File: src/rtl/rr_sched_pkg.sv
// Shared definitions for the round-robin decode scheduler and its picker.
package rr_sched_pkg;

  localparam int IDX_W   = 4;
  localparam int NUM_REQ = 1 << IDX_W;

  typedef enum logic [1:0] {
    IDLE  = 2'd0,
    GRANT = 2'd1,
    GAP   = 2'd2
  } sched_state_e;

endpackage

File: src/rtl/rr_decode_scheduler_if.sv
// Request/grant bundle between the requesters and the scheduler.
// The scheduler side uses the slave modport; the requester side uses master.
interface rr_decode_scheduler_if;
  import rr_sched_pkg::*;

  logic [NUM_REQ-1:0] req;
  logic               done;
  logic [IDX_W-1:0]   grant_idx;
  logic               grant_en;
  logic               busy;
  logic               timeout;

  modport master (
    output req,
    output done,
    input  grant_idx,
    input  grant_en,
    input  busy,
    input  timeout
  );

  modport slave (
    input  req,
    input  done,
    output grant_idx,
    output grant_en,
    output busy,
    output timeout
  );

endinterface

File: src/rtl/rr_pick.sv
// Combinational rotate-priority picker: finds the first set request bit
// at or above ptr, wrapping from the top index back to 0.
module rr_pick
  import rr_sched_pkg::*;
(
  input  logic [NUM_REQ-1:0] req,
  input  logic [IDX_W-1:0]   ptr,
  output logic               found,
  output logic [IDX_W-1:0]   idx
);

  // rot[k] is the request that sits k positions above ptr (modulo NUM_REQ)
  logic [NUM_REQ-1:0] rot;
  logic [IDX_W-1:0]   offset;

  generate
    for (genvar gi = 0; gi < NUM_REQ; gi++) begin : g_rot
      assign rot[gi] = req[ptr + IDX_W'(gi)];
    end
  endgenerate

  // Lowest set bit of the rotated vector is the winner; add ptr back to un-rotate
  always_comb begin
    found  = |rot;
    offset = '0;
    for (int k = NUM_REQ - 1; k >= 0; k--) begin
      if (rot[k]) begin
        offset = IDX_W'(k);
      end
    end
    idx = ptr + offset;
  end

endmodule

File: src/rtl/rr_decode_scheduler.sv
// Round-robin owner of a shared 4-to-16 one-hot decoder. Drives the decoder
// select/enable, holds each grant until done, request drop or hold expiry,
// and inserts one dead cycle between grants (break-before-make).
module rr_decode_scheduler
  import rr_sched_pkg::*;
#(
  parameter int MAX_HOLD = 8,
  parameter int HOLD_W   = 8
) (
  input  logic                  clk,
  input  logic                  reset,
  rr_decode_scheduler_if.slave  bus
);

  localparam logic [HOLD_W-1:0] HOLD_LAST = HOLD_W'(MAX_HOLD - 1);

  sched_state_e       state_reg, state_next;
  logic [IDX_W-1:0]   ptr_reg, ptr_next;
  logic [IDX_W-1:0]   grant_idx_reg, grant_idx_next;
  logic [HOLD_W-1:0]  hold_reg, hold_next;
  logic               grant_en_reg, grant_en_next;
  logic               busy_reg, busy_next;
  logic               timeout_reg, timeout_next;

  logic               pick_found;
  logic [IDX_W-1:0]   pick_idx;
  logic               owner_release;
  logic               hold_expired;

  rr_pick u_pick (
    .req   (bus.req),
    .ptr   (ptr_reg),
    .found (pick_found),
    .idx   (pick_idx)
  );

  assign owner_release = bus.done | ~bus.req[grant_idx_reg];
  assign hold_expired  = (hold_reg == HOLD_LAST);

  // Next-state logic: arbitration, hold counting and release handling
  always_comb begin
    state_next     = state_reg;
    ptr_next       = ptr_reg;
    grant_idx_next = grant_idx_reg;
    hold_next      = hold_reg;
    timeout_next   = 1'b0;

    case (state_reg)
      // GAP is already the dead cycle, so it arbitrates with the fresh
      // pointer; that keeps the spacing between grants at one cycle.
      IDLE, GAP: begin
        if (pick_found) begin
          state_next     = GRANT;
          grant_idx_next = pick_idx;
          hold_next      = '0;
        end else begin
          state_next = IDLE;
        end
      end

      GRANT: begin
        if (owner_release || hold_expired) begin
          state_next   = GAP;
          ptr_next     = grant_idx_reg + 1'b1;
          // Expiry only counts as a timeout when the owner did not release too
          timeout_next = ~owner_release;
        end else if (hold_reg != HOLD_LAST) begin
          hold_next = hold_reg + 1'b1;
        end
      end

      default: begin
        state_next = IDLE;
      end
    endcase

    grant_en_next = (state_next == GRANT);
    busy_next     = (state_next != IDLE);
  end

  // State and registered outputs; reset aborts any grant in progress
  always_ff @(posedge clk) begin
    if (reset) begin
      state_reg     <= IDLE;
      ptr_reg       <= '0;
      grant_idx_reg <= '0;
      hold_reg      <= '0;
      grant_en_reg  <= 1'b0;
      busy_reg      <= 1'b0;
      timeout_reg   <= 1'b0;
    end else begin
      state_reg     <= state_next;
      ptr_reg       <= ptr_next;
      grant_idx_reg <= grant_idx_next;
      hold_reg      <= hold_next;
      grant_en_reg  <= grant_en_next;
      busy_reg      <= busy_next;
      timeout_reg   <= timeout_next;
    end
  end

  assign bus.grant_idx = grant_idx_reg;
  assign bus.grant_en  = grant_en_reg;
  assign bus.busy      = busy_reg;
  assign bus.timeout   = timeout_reg;

endmodule

File: src/flat_wrapper.sv
// flat-port wrapper written by rule: the top's interface ports become plain ports
module rr_decode_scheduler_flat import rr_sched_pkg::*;
#(
  parameter int MAX_HOLD = 8,
  parameter int HOLD_W   = 8
)
  (clk, reset, bus_req, bus_done, bus_grant_idx, bus_grant_en, bus_busy, bus_timeout);
  rr_decode_scheduler_if bus_i ();
  input  logic clk;
  input  logic reset;
  input wire logic [$bits(bus_i.req)-1:0] bus_req;
  input wire logic [$bits(bus_i.done)-1:0] bus_done;
  output wire logic [$bits(bus_i.grant_idx)-1:0] bus_grant_idx;
  output wire logic [$bits(bus_i.grant_en)-1:0] bus_grant_en;
  output wire logic [$bits(bus_i.busy)-1:0] bus_busy;
  output wire logic [$bits(bus_i.timeout)-1:0] bus_timeout;
  assign bus_i.req = bus_req;
  assign bus_i.done = bus_done;
  assign bus_grant_idx = bus_i.grant_idx;
  assign bus_grant_en = bus_i.grant_en;
  assign bus_busy = bus_i.busy;
  assign bus_timeout = bus_i.timeout;
  rr_decode_scheduler #(.MAX_HOLD(MAX_HOLD), .HOLD_W(HOLD_W)) u_core (.clk(clk), .reset(reset), .bus(bus_i));
endmodule
File: config.mk
export PLATFORM = sky130hd
export DESIGN_NAME = rr_decode_scheduler_flat
export DESIGN_NICKNAME = d
export VERILOG_FILES = /design/src/rtl/rr_sched_pkg.sv /design/src/rtl/rr_decode_scheduler_if.sv /design/src/rtl/rr_pick.sv /design/src/rtl/rr_decode_scheduler.sv /design/src/flat_wrapper.sv
export SDC_FILE = /design/constraint.sdc
export NUM_CORES = 1
export LEC_CHECK = 0
export CAP_MARGIN = 20
export CORE_MARGIN = 10
export CORE_UTILIZATION = 50
export DETAILED_ROUTE_END_ITERATION = 6
export PLACE_DENSITY = 0.8
export SLEW_MARGIN = 10
export SYNTH_ARGS = -nofsm -noshare
export SYNTH_HDL_FRONTEND = slang
export SYNTH_SLANG_ARGS = --single-unit
File: constraint.sdc
create_clock -name clk -period 5.1 [get_ports clk]
set_clock_uncertainty 0.15 [all_clocks]
set_input_delay 1.02 -clock clk [delete_from_list [all_inputs] [get_ports clk]]
set_output_delay 1.02 -clock clk [all_outputs]
set_load 0.05 [all_outputs]
-- Yosys cells after proc, flatten, opt, wreduce, memory -nomap -nowiden
Cells that the tools add are included.
- bits of input ports: 19
- register bits after elaboration: 21
- word-level logic and storage cells: 122
- output and inout bits: 7
- reduce and logical (&&, ||, !) cells: 10
- $add $sub $neg: 18
- bitwise logic cells: 5
- equal/unequal tests: 8
- magnitude comparators: 17
- muxes and demuxes: 57
- operators with widths (cell ; number):
    4-bit by 5-bit less-than comparator with 1-bit output, second input constant ; 17
    1-bit binary-select mux with 4-bit select ; 17
    4-bit 2-to-1 mux ; 16
    4-bit adder, second input constant ; 8
    8-bit 2-to-1 mux ; 3
    1-bit 2-to-1 mux ; 18
    4-bit by 3-bit adder with 4-bit output, second input constant ; 4
    8-bit one-hot mux with 2 select lines ; 1
    16-bit OR reduction ; 1
    4-bit by 1-bit adder with 4-bit output, second input constant ; 2
    4-bit by 2-bit adder with 4-bit output, second input constant ; 2
    8-bit by 1-bit adder with 8-bit output, second input constant ; 1
    8-bit by 3-bit equality test with 1-bit output, second input constant ; 1
    8-bit by 3-bit inequality test with 1-bit output, second input constant ; 1
    4-bit adder ; 1
    2-bit by 1-bit equality test with 1-bit output, second input constant ; 2
    2-bit by 1-bit inequality test with 1-bit output, second input constant ; 2
    1-bit NOT ; 4
    2-bit one-hot mux with 2 select lines ; 1
    2-bit AND reduction ; 2
    4-bit AND reduction ; 1
    2-bit nonzero test ; 2
    3-bit OR reduction ; 1
    2-bit equality test, second input constant ; 1
    6 further kinds ; 6

-- Depth between registers and ports, before layout
Gate-level depths: netlist (run 1).
- word-level depth: 20
- gate-level depth with buffers: 20
- mapped depth without buffers: 17

-- By module
From an unflattened synthesis (run 1), not the netlist that was laid out.
- cells, all modules: 265
- area total of the unflattened synthesis: 2782.7 um^2
- by module, submodules not included (module ; area an instance (um^2) ; cells each ; instances ; sequential area each (um^2)):
    rr_pick ; 1597.8 ; 131 ; 1 ; 0.0
    rr_decode_scheduler ; 1184.9 ; 134 ; 1 ; 420.4

-- Least setup slack after synthesis (run 1)
Ideal clock, no wire load.
- kind: reg-to-reg
- start: reg u_core.ptr_reg[1]
- end: reg u_core.grant_idx_reg[3], in the netlist u_core.bus.grant_idx[3]
- setup time: 0.086 ns
- buffers on the path: 3
- data arrival time: 3.850 ns
- cell stages (with the launch flop): 20
- data required time: 4.864 ns
- clock period less this slack: 4.086 ns
- slack: 1.014 ns
- cell sequence: dfxtp_1 -> buf_2 -> buf_6 -> inv_1 -> ha_1 -> buf_2 -> mux4_2 -> mux2_2 -> mux2_2 -> a311oi_1 -> nor2_1 -> o211ai_1 -> a21oi_1 -> ha_1 -> a21o_1 -> a21oi_1 -> xnor2_1 -> o21a_1 -> nor3_1 -> a211oi_1
- word-level cells in the longest chain between the ends: 20
- elaborated cells between the ends (all ways): 66
- classes of those cells: 16 x add/sub; 48 x mux; 2 x reduce/logical
- ends and longest elaborated chain (element ; RTL line ; source):
    from (decl) ; rr_decode_scheduler.sv:18 ; logic [IDX_W-1:0] ptr_reg, ptr_next;
    from (signal assigned) ; rr_decode_scheduler.sv:93 ; ptr_reg <= ptr_next;
    4-bit adder ; rr_pick.sv:18 ; assign rot[gi] = req[ptr + IDX_W'(gi)];
    1-bit binary-select mux with 4-bit select ; rr_pick.sv:18 ;
    1-bit 2-to-1 mux (implied by the code) ; rr_pick.sv:18 ;
    4-bit 2-to-1 mux (16 in series) ; rr_pick.sv:27 ; if (rot[k]) begin
    4-bit adder ; rr_pick.sv:31 ; idx = ptr + offset;
    to (signal assigned) ; rr_decode_scheduler.sv:94 ; grant_idx_reg <= grant_idx_next;
    to (decl) ; rr_decode_scheduler.sv:19 ; logic [IDX_W-1:0] grant_idx_reg, grant_idx_next;
Parallel ways exist; a longest one is shown, timed or not. The select of a mux whose other input is x is not followed.
A chain may end at the register's enable or synchronous reset.

-- Final worst setup path (run 1)
- start: in bus_req[9]
- end: reg u_core.grant_idx_reg[3], in the netlist u_core.bus.grant_idx[3]
- word-level cells in the longest chain between the ends: 19
- elaborated cells between the ends (all ways): 51
- classes of those cells: 1 x add/sub; 48 x mux; 2 x reduce/logical
- ends and longest elaborated chain (element ; RTL line ; source):
    from (decl) ; flat_wrapper.sv:11 ; input wire logic [$bits(bus_i.req)-1:0] bus_req;
    1-bit binary-select mux with 4-bit select ; rr_pick.sv:18 ;
    1-bit 2-to-1 mux (implied by the code) ; rr_pick.sv:18 ;
    4-bit 2-to-1 mux (16 in series) ; rr_pick.sv:27 ;
    4-bit adder ; rr_pick.sv:31 ;
Parallel ways exist; a longest one is shown, timed or not. The select of a mux whose other input is x is not followed.

==> run metrics, run 1 <==
number of library cell types mapped by synthesis 46; Final Hold Violating Endpoints 0; main area contributors after synthesis mux4_2 (28%), dfxtp_1 (18%), ha_1 (6.5%); Critical Path Sink Type register; Final Power 1.22 mW; post-synth top area cell mux4_2; syn avg cell area around 10 um2; Worst-Margin Slew around 0.76 ns; Mapped Cells 227; Seq cells post-synth 21; final wirelength 5650 um; Chip Height between 80 and 90 um; Synth Net Count between 200 and 300; Setup crit end u_core.bus.grant_idx[3]$_SDFFE_PP0P_; Critical R2R Launch u_core.ptr_reg[1]$_SDFFE_PP0P_; largest net degree at the start of global routing 20; First DRT Iteration DRCs between 150 and 200; first-pass GRT wire length approximately 9500 um; # placed instances 296; # hold bufs at CTS 0; Final setup violation count 0; yosys warns 0; FMAX approximately 220 MHz; Place WS between 0.3 and 0.4 ns; gpl congestion about 0.9; Detailed Routing Iterations Pass 1 4; status finished, final reports clean; CTS max path bufs 2; CP Launch Type input port; Worst Setup Path Type in -> reg; Pleak just over 0.9 nW; critical path arrival approximately 4.5 ns; RSZ-0062 raised after global routing false; Max-Cap Viols 0; post_cts resized 0; Min-Delay Path Class reg -> reg; share of layout cells above drive strength 1 between 20% and 30%; cell area after layout 2640 um2; Main synth FF type dfxtp_1; gr usage total 15.1%; Synth async-reset ratio 0%; Clock transition at path regs roughly 0.080 ns; DR WL/cell 18.8 um; core box area roughly 4400 um2; clock network latency to the later pin of the worst-skew pair 0.26 ns; P&R area growth vs syn 13.5%; number of diodes 0; FP Rows 24; EDFF count, synth 0; Setup crit start bus_req[9]; die width about 88 um; non-filler cells in the finished layout 300; Fin Setup TNS 0 ns; setup bufs post-CTS 0; Req. time, crit path ~5.1 ns; clock sinks 21; port buffer count 25; CTS root buf clkbuf_8; ANT nets after route 0; Max Slew Vio Count 0; total grt overflow 0; CTS tree built; most common cell in the netlist mux4_2; Via Count slightly below 2,000; synthesized area 2330 um2; num ports 26; DRC 0; share of the synthesized area in the top cell type between 20% and 30%; WHS Path Cells 2; H-tree depth 1; Final min period about 4.5 ns; cell area power density between 400 and 500 nW/um2; Cell Area, Placed roughly 2600 um2; relative slew slack 48.7%; Final Cycle Share between 80 and 90%; r2r endpoint u_core.bus.grant_idx[3]$_SDFFE_PP0P_; number of flip-flops in the largest register 8; die area 7780 um2; FF-to-FF path depth 17; Nets around 280; Commonest cells post-synth mux4_2 (29), dfxtp_1 (21), nor2_1 (18); reg2reg setup slack 0.88 ns; fin worst setup slack roughly 0.62 ns; initial antenna violation count 0; initial core utilization between 50% and 60%; critical path fanouts, max 6; Max rail drop VDD 344 uV; hold_ws between 0.3 and 0.4 ns; Seq/Total Area, Yosys 18.1%; Num CTS Buffers 3; DR vias/cell about 6.4; final core occ 59.4%; vias in the first global route between 1,500 and 2,000; DP HPWL roughly 4600 um
## cells in the final DEF, fill, tap and decap left out, drive strengths merged, types with 2 or more instances in the layout
cell | netlist | routed
xnor2 | 11 | 11
ha | 12 | 12
mux4 | 29 | 29
or2 | 2 | 2
a211oi | 5 | 5
nor3 | 5 | 5
buf | 9 | 4
mux2 | 12 | 12
clkdlybuf4s50 | 0 | 25
nor2 | 18 | 18
nand2b | 2 | 2
a21o | 2 | 2
nand3 | 2 | 2
dfxtp | 21 | 21
o21ai | 6 | 6
clkinv | 1 | 2
nand4 | 6 | 6
clkbuf | 3 | 3
mux2i | 14 | 14
xor2 | 4 | 4
and2 | 3 | 3
nand2 | 13 | 13
or3 | 2 | 2
inv | 13 | 13
a21oi | 15 | 15
## cells by family after synthesis
kind of cell	Yosys count	synth area share [%]
XOR/XNOR	15	5.65
adder cells (fa/ha/maj)	13	7.32
AND/OR/NAND/NOR	59	12.4
buffers and inverters	26	5.59
AO/OA/AOI/OAI	38	10.5
flip-flops	21	18.1
multiplexers	55	40.5
## per-layer routing
layer  GRT usage [%]  wire length (um)
met2            25.1              2830
met1            20.3              2430
met3            1.67               313
met5               0                 0
met4            4.11                69
## final cells by class
type                       count  area, um2
timing repair buffer          29        280
tap                           52       65.1
clock inverter                 1       5.00
clock buffer                   3       41.3
inverter                      14       52.6
multi-input combinational    180       1780
sequential                    21        420
fill                         390       1800
## critical path: stages
cell	delay [ns]
clkdlybuf4s50_1	0.51
mux4_2	0.57
mux4_2	0.49
inv_1	0.08
nand2_1	0.05
a311oi_1	0.21
nor2_1	0.07
o211ai_1	0.20
a21oi_1	0.11
ha_1	0.27
a21o_1	0.17
a21oi_1	0.18
xnor2_1	0.17
o21a_1	0.16
nor3_1	0.05
a211oi_1	0.20
## power by group
group | total (mW) | switching, mW | internal, mW | leakage (nW)
Combinational | 0.874 | 0.460 | 0.414 | 0.708
Sequential | 0.241 | 0.0513 | 0.189 | 0.172
Clock | 0.110 | 0.0551 | 0.0545 | 0.0255
## how the worst min path moves through the flow
stage                                    start                               to  slack [ns]
2_1_floorplan   u_core.state_reg[1]$_SDFF_PP0_   u_core.state_reg[1]$_SDFF_PP0_        0.29
3_3_place_gp   u_core.hold_reg[1]$_SDFFE_PP0P_  u_core.hold_reg[1]$_SDFFE_PP0P_        0.31
3_5_place_dp   u_core.hold_reg[7]$_SDFFE_PP0P_  u_core.hold_reg[7]$_SDFFE_PP0P_        0.32
4_1_cts        u_core.hold_reg[7]$_SDFFE_PP0P_  u_core.hold_reg[7]$_SDFFE_PP0P_        0.33
5_1_grt        u_core.hold_reg[7]$_SDFFE_PP0P_  u_core.hold_reg[7]$_SDFFE_PP0P_        0.35
6_report       u_core.hold_reg[7]$_SDFFE_PP0P_  u_core.hold_reg[7]$_SDFFE_PP0P_        0.33
Note: power is estimated with default switching activity, not from simulation.
==> run 2: changes to the inputs <==
--- a/config.mk
+++ b/config.mk
@@ -5,11 +5,14 @@
 export SDC_FILE = /design/constraint.sdc
 export NUM_CORES = 1
 export LEC_CHECK = 0
+export ABC_AREA = 1
 export CAP_MARGIN = 20
 export CORE_MARGIN = 10
 export CORE_UTILIZATION = 50
 export DETAILED_ROUTE_END_ITERATION = 6
+export GPL_TIMING_DRIVEN = 0
 export PLACE_DENSITY = 0.8
+export RECOVER_POWER = 100
 export SLEW_MARGIN = 10
 export SYNTH_ARGS = -nofsm -noshare
 export SYNTH_HDL_FRONTEND = slang
==> run 2 against run 1 <==
Final area increased by 1.1%; power up 4.5%; sequential cell count unchanged; highest routed layer unchanged; sequential share of layout area down 0.17 points; largest power group unchanged; critical endpoint unchanged; die area rose by 0.20%; via count is 35% higher; worst hold slack improved by 0.023 ns; critical path type is now reg -> reg; combinational power increased by 10%; worst setup slack improved by 0.19 ns.
==> run metrics, run 2 <==
mux cell area share after synthesis 0%; Worst-Margin Slew 0.518 ns; number of diodes 0; Cell Area, Placed about 2600 um2; critical path fanouts, max 14; Critical Path Sink Type register; adder-cell area share of the yosys netlist ~7.3%; CP peak stage delay a little over 0.4 ns; core box area about 4400 um2; DP HPWL roughly 5300 um; synthesized area around 2300 um2; CP delay by family, top simple AND/OR/NAND/NOR gates; Synth Net Count between 400 and 500; syn avg cell area 6.07 um2; Min-Delay Path Class reg -> reg; simple-gate area share of the yosys netlist 41.1%; gr usage total between 10% and 20%; Layout fillers about 440; Req. time, crit path 5.13 ns; Detailed Routing Iterations Pass 1 5; most common cell in the netlist nand2_1; Final min period about 4.3 ns; clock sinks 21; Max-Cap Viols 0; total grt overflow 0; CP Launch Type register; cell area power density between 400 and 500 nW/um2; Num CTS Buffers 3; gpl congestion 0.938; most frequent cells in the layout nand2_1 (95), nand3_1 (82), inv_1 (32); critical path arrival ~4.3 ns; Fin Setup TNS 0 ns; Seq/Total Area, Yosys between 10% and 20%; P&R area growth vs syn 14.4%; slowest CP cell dfxtp_1; DR vias/cell 5.59; Mapped Cells 384; non-filler cells in the finished layout around 470; share of the synthesized area in the top cell type a little under a fifth; number of library cell types mapped by synthesis 38; First DRT Iteration DRCs roughly 200; Seq cells post-synth 21; Comb pwr share between 70% and 80%; P_sw approximately 700 uW; FP Rows 24; sequential fraction of design power between 15 and 20%; num ports 26; final wirelength ~6500 um; clock share of power 8.2%; clock network latency to the later pin of the worst-skew pair roughly 0.25 ns; port buffer count 25; Max rail drop VDD approximately 380 uV; CTS max path bufs 2; EDFF count, synth 0; first-pass GRT wire length 11,000 um; Via Count approximately 2,600; FMAX approximately 230 MHz; ANT nets after route 0; critical path's most frequent cell nand2_1; Synth async-reset ratio 0%; Place WS ~0.95 ns; Chip Height 88.3 um; fin worst setup slack 0.813 ns; Clock transition at path regs ~0.070 ns; # placed instances 461; Commonest cells post-synth nand2_1 (93), nand3_1 (82), inv_1 (31); initial antenna violation count 0; initial core utilization between 50% and 60%; commonest non-fill, non-tap cell in the layout nand2_1; Pleak ~1.3 nW; Synth Area in XOR/XNOR under 10%; largest family of logic cells by synthesized area simple AND/OR/NAND/NOR gates; die area 7800 um2; Worst Setup Path Type reg -> reg; Main synth FF type dfxtp_1; cell area after layout 2670 um2; Sw Ratio a little over half; largest net degree at the start of global routing 15; Max Slew Vio Count 0; RSZ-0062 raised after global routing false; compound-gate portion of the synthesized area between 10% and 20%; number of flip-flops in the largest register 8; share of layout cells above drive strength 1 under 10%; vias in the first global route about 2,400; DR WL/cell between 10 and 15 um; CTS tree built; status finished, final reports clean; H-tree depth 1; die width between 80 and 90 um; yosys warns 0; post_cts resized 0; main area contributors after synthesis dfxtp_1 (18%), nand3_1 (18%), nand2_1 (15%); relative slew slack approximately two thirds; Final Hold Violating Endpoints 0; post-synth top area cell dfxtp_1; # hold bufs at CTS 0; cell internal pwr between 500 and 600 uW; CTS root buf clkbuf_8; Final setup violation count 0; Final Cycle Share between 80% and 90%; setup bufs post-CTS 0; Nets ~450; WP buf/inv 5; DRC 0
[run 2: layer usage]
| layer | part of all wire, % | up-vias | GRT usage (%) |
|---|---|---|---|
| met4 | 0.82 | 0 | 3.52 |
| li1 | - | 1350 | - |
| met2 | 45 | 86 | 26.9 |
| met3 | 6.7 | 6 | 4.23 |
| met5 | 0 | - | 0 |
| met1 | 47 | 1157 | 22.9 |
[run 2: final cells by class]
class	instances	area, um2	area share [%]
buffer	11	63.8	2.39
clock buffer	4	45.0	1.69
inverter	39	150	5.63
multi-input combinational	313	1670	62.7
sequential	21	420	15.8
tap	52	65.1	2.44
timing repair buffer	25	250	9.38
[run 2: worst paths after layout]
check        slack [ns]  cells after the start                                    to                             from
min reg2reg        0.36                      2       u_core.hold_reg[1]$_SDFFE_PP0P_  u_core.hold_reg[1]$_SDFFE_PP0P_
min                0.36                      2       u_core.hold_reg[1]$_SDFFE_PP0P_  u_core.hold_reg[1]$_SDFFE_PP0P_
max reg2reg        0.81                     30  u_core.bus.grant_idx[3]$_SDFFE_PP0P_   u_core.ptr_reg[1]$_SDFFE_PP0P_
max                0.81                     30  u_core.bus.grant_idx[3]$_SDFFE_PP0P_   u_core.ptr_reg[1]$_SDFFE_PP0P_
[run 2: power by group through the flow]
stage,clock (mW),combinational [mW],sequential (mW)
floorplan,0,0.708,0.252
global placement,0,0.940,0.214
detailed placement,0,0.961,0.215
CTS,0.107,0.967,0.211
global route,0.115,1.09,0.215
finish,0.105,0.964,0.211
[run 2: cell families after synthesis]
family,Yosys count
DFF,21
and+or+nand+nor,216
buffers and inverters,50
xor gates and xnor gates,16
adders and majority gates,13
AOI/OAI and AO/OA,68
[run 2: worst reg2reg max path: cells and delay by family (launching register included)]
family	cells	cell delay [ns]
simple gates	19	1.35
buf+inv	5	1.01
compound gates	3	0.61
fa+ha+maj	2	0.53
flops	1	0.41
xor+xnor	1	0.18
[run 2: per-stage QoR]
step,hold WS [ns],util (%),total power [mW]
2_1_floorplan,0.323,-,0.961
3_3_place_gp,0.339,59.6,1.15
3_5_place_dp,0.347,59.6,1.18
4_1_cts,0.358,60.6,1.29
5_1_grt,0.387,60.1,1.42
6_report,0.355,60.1,1.28
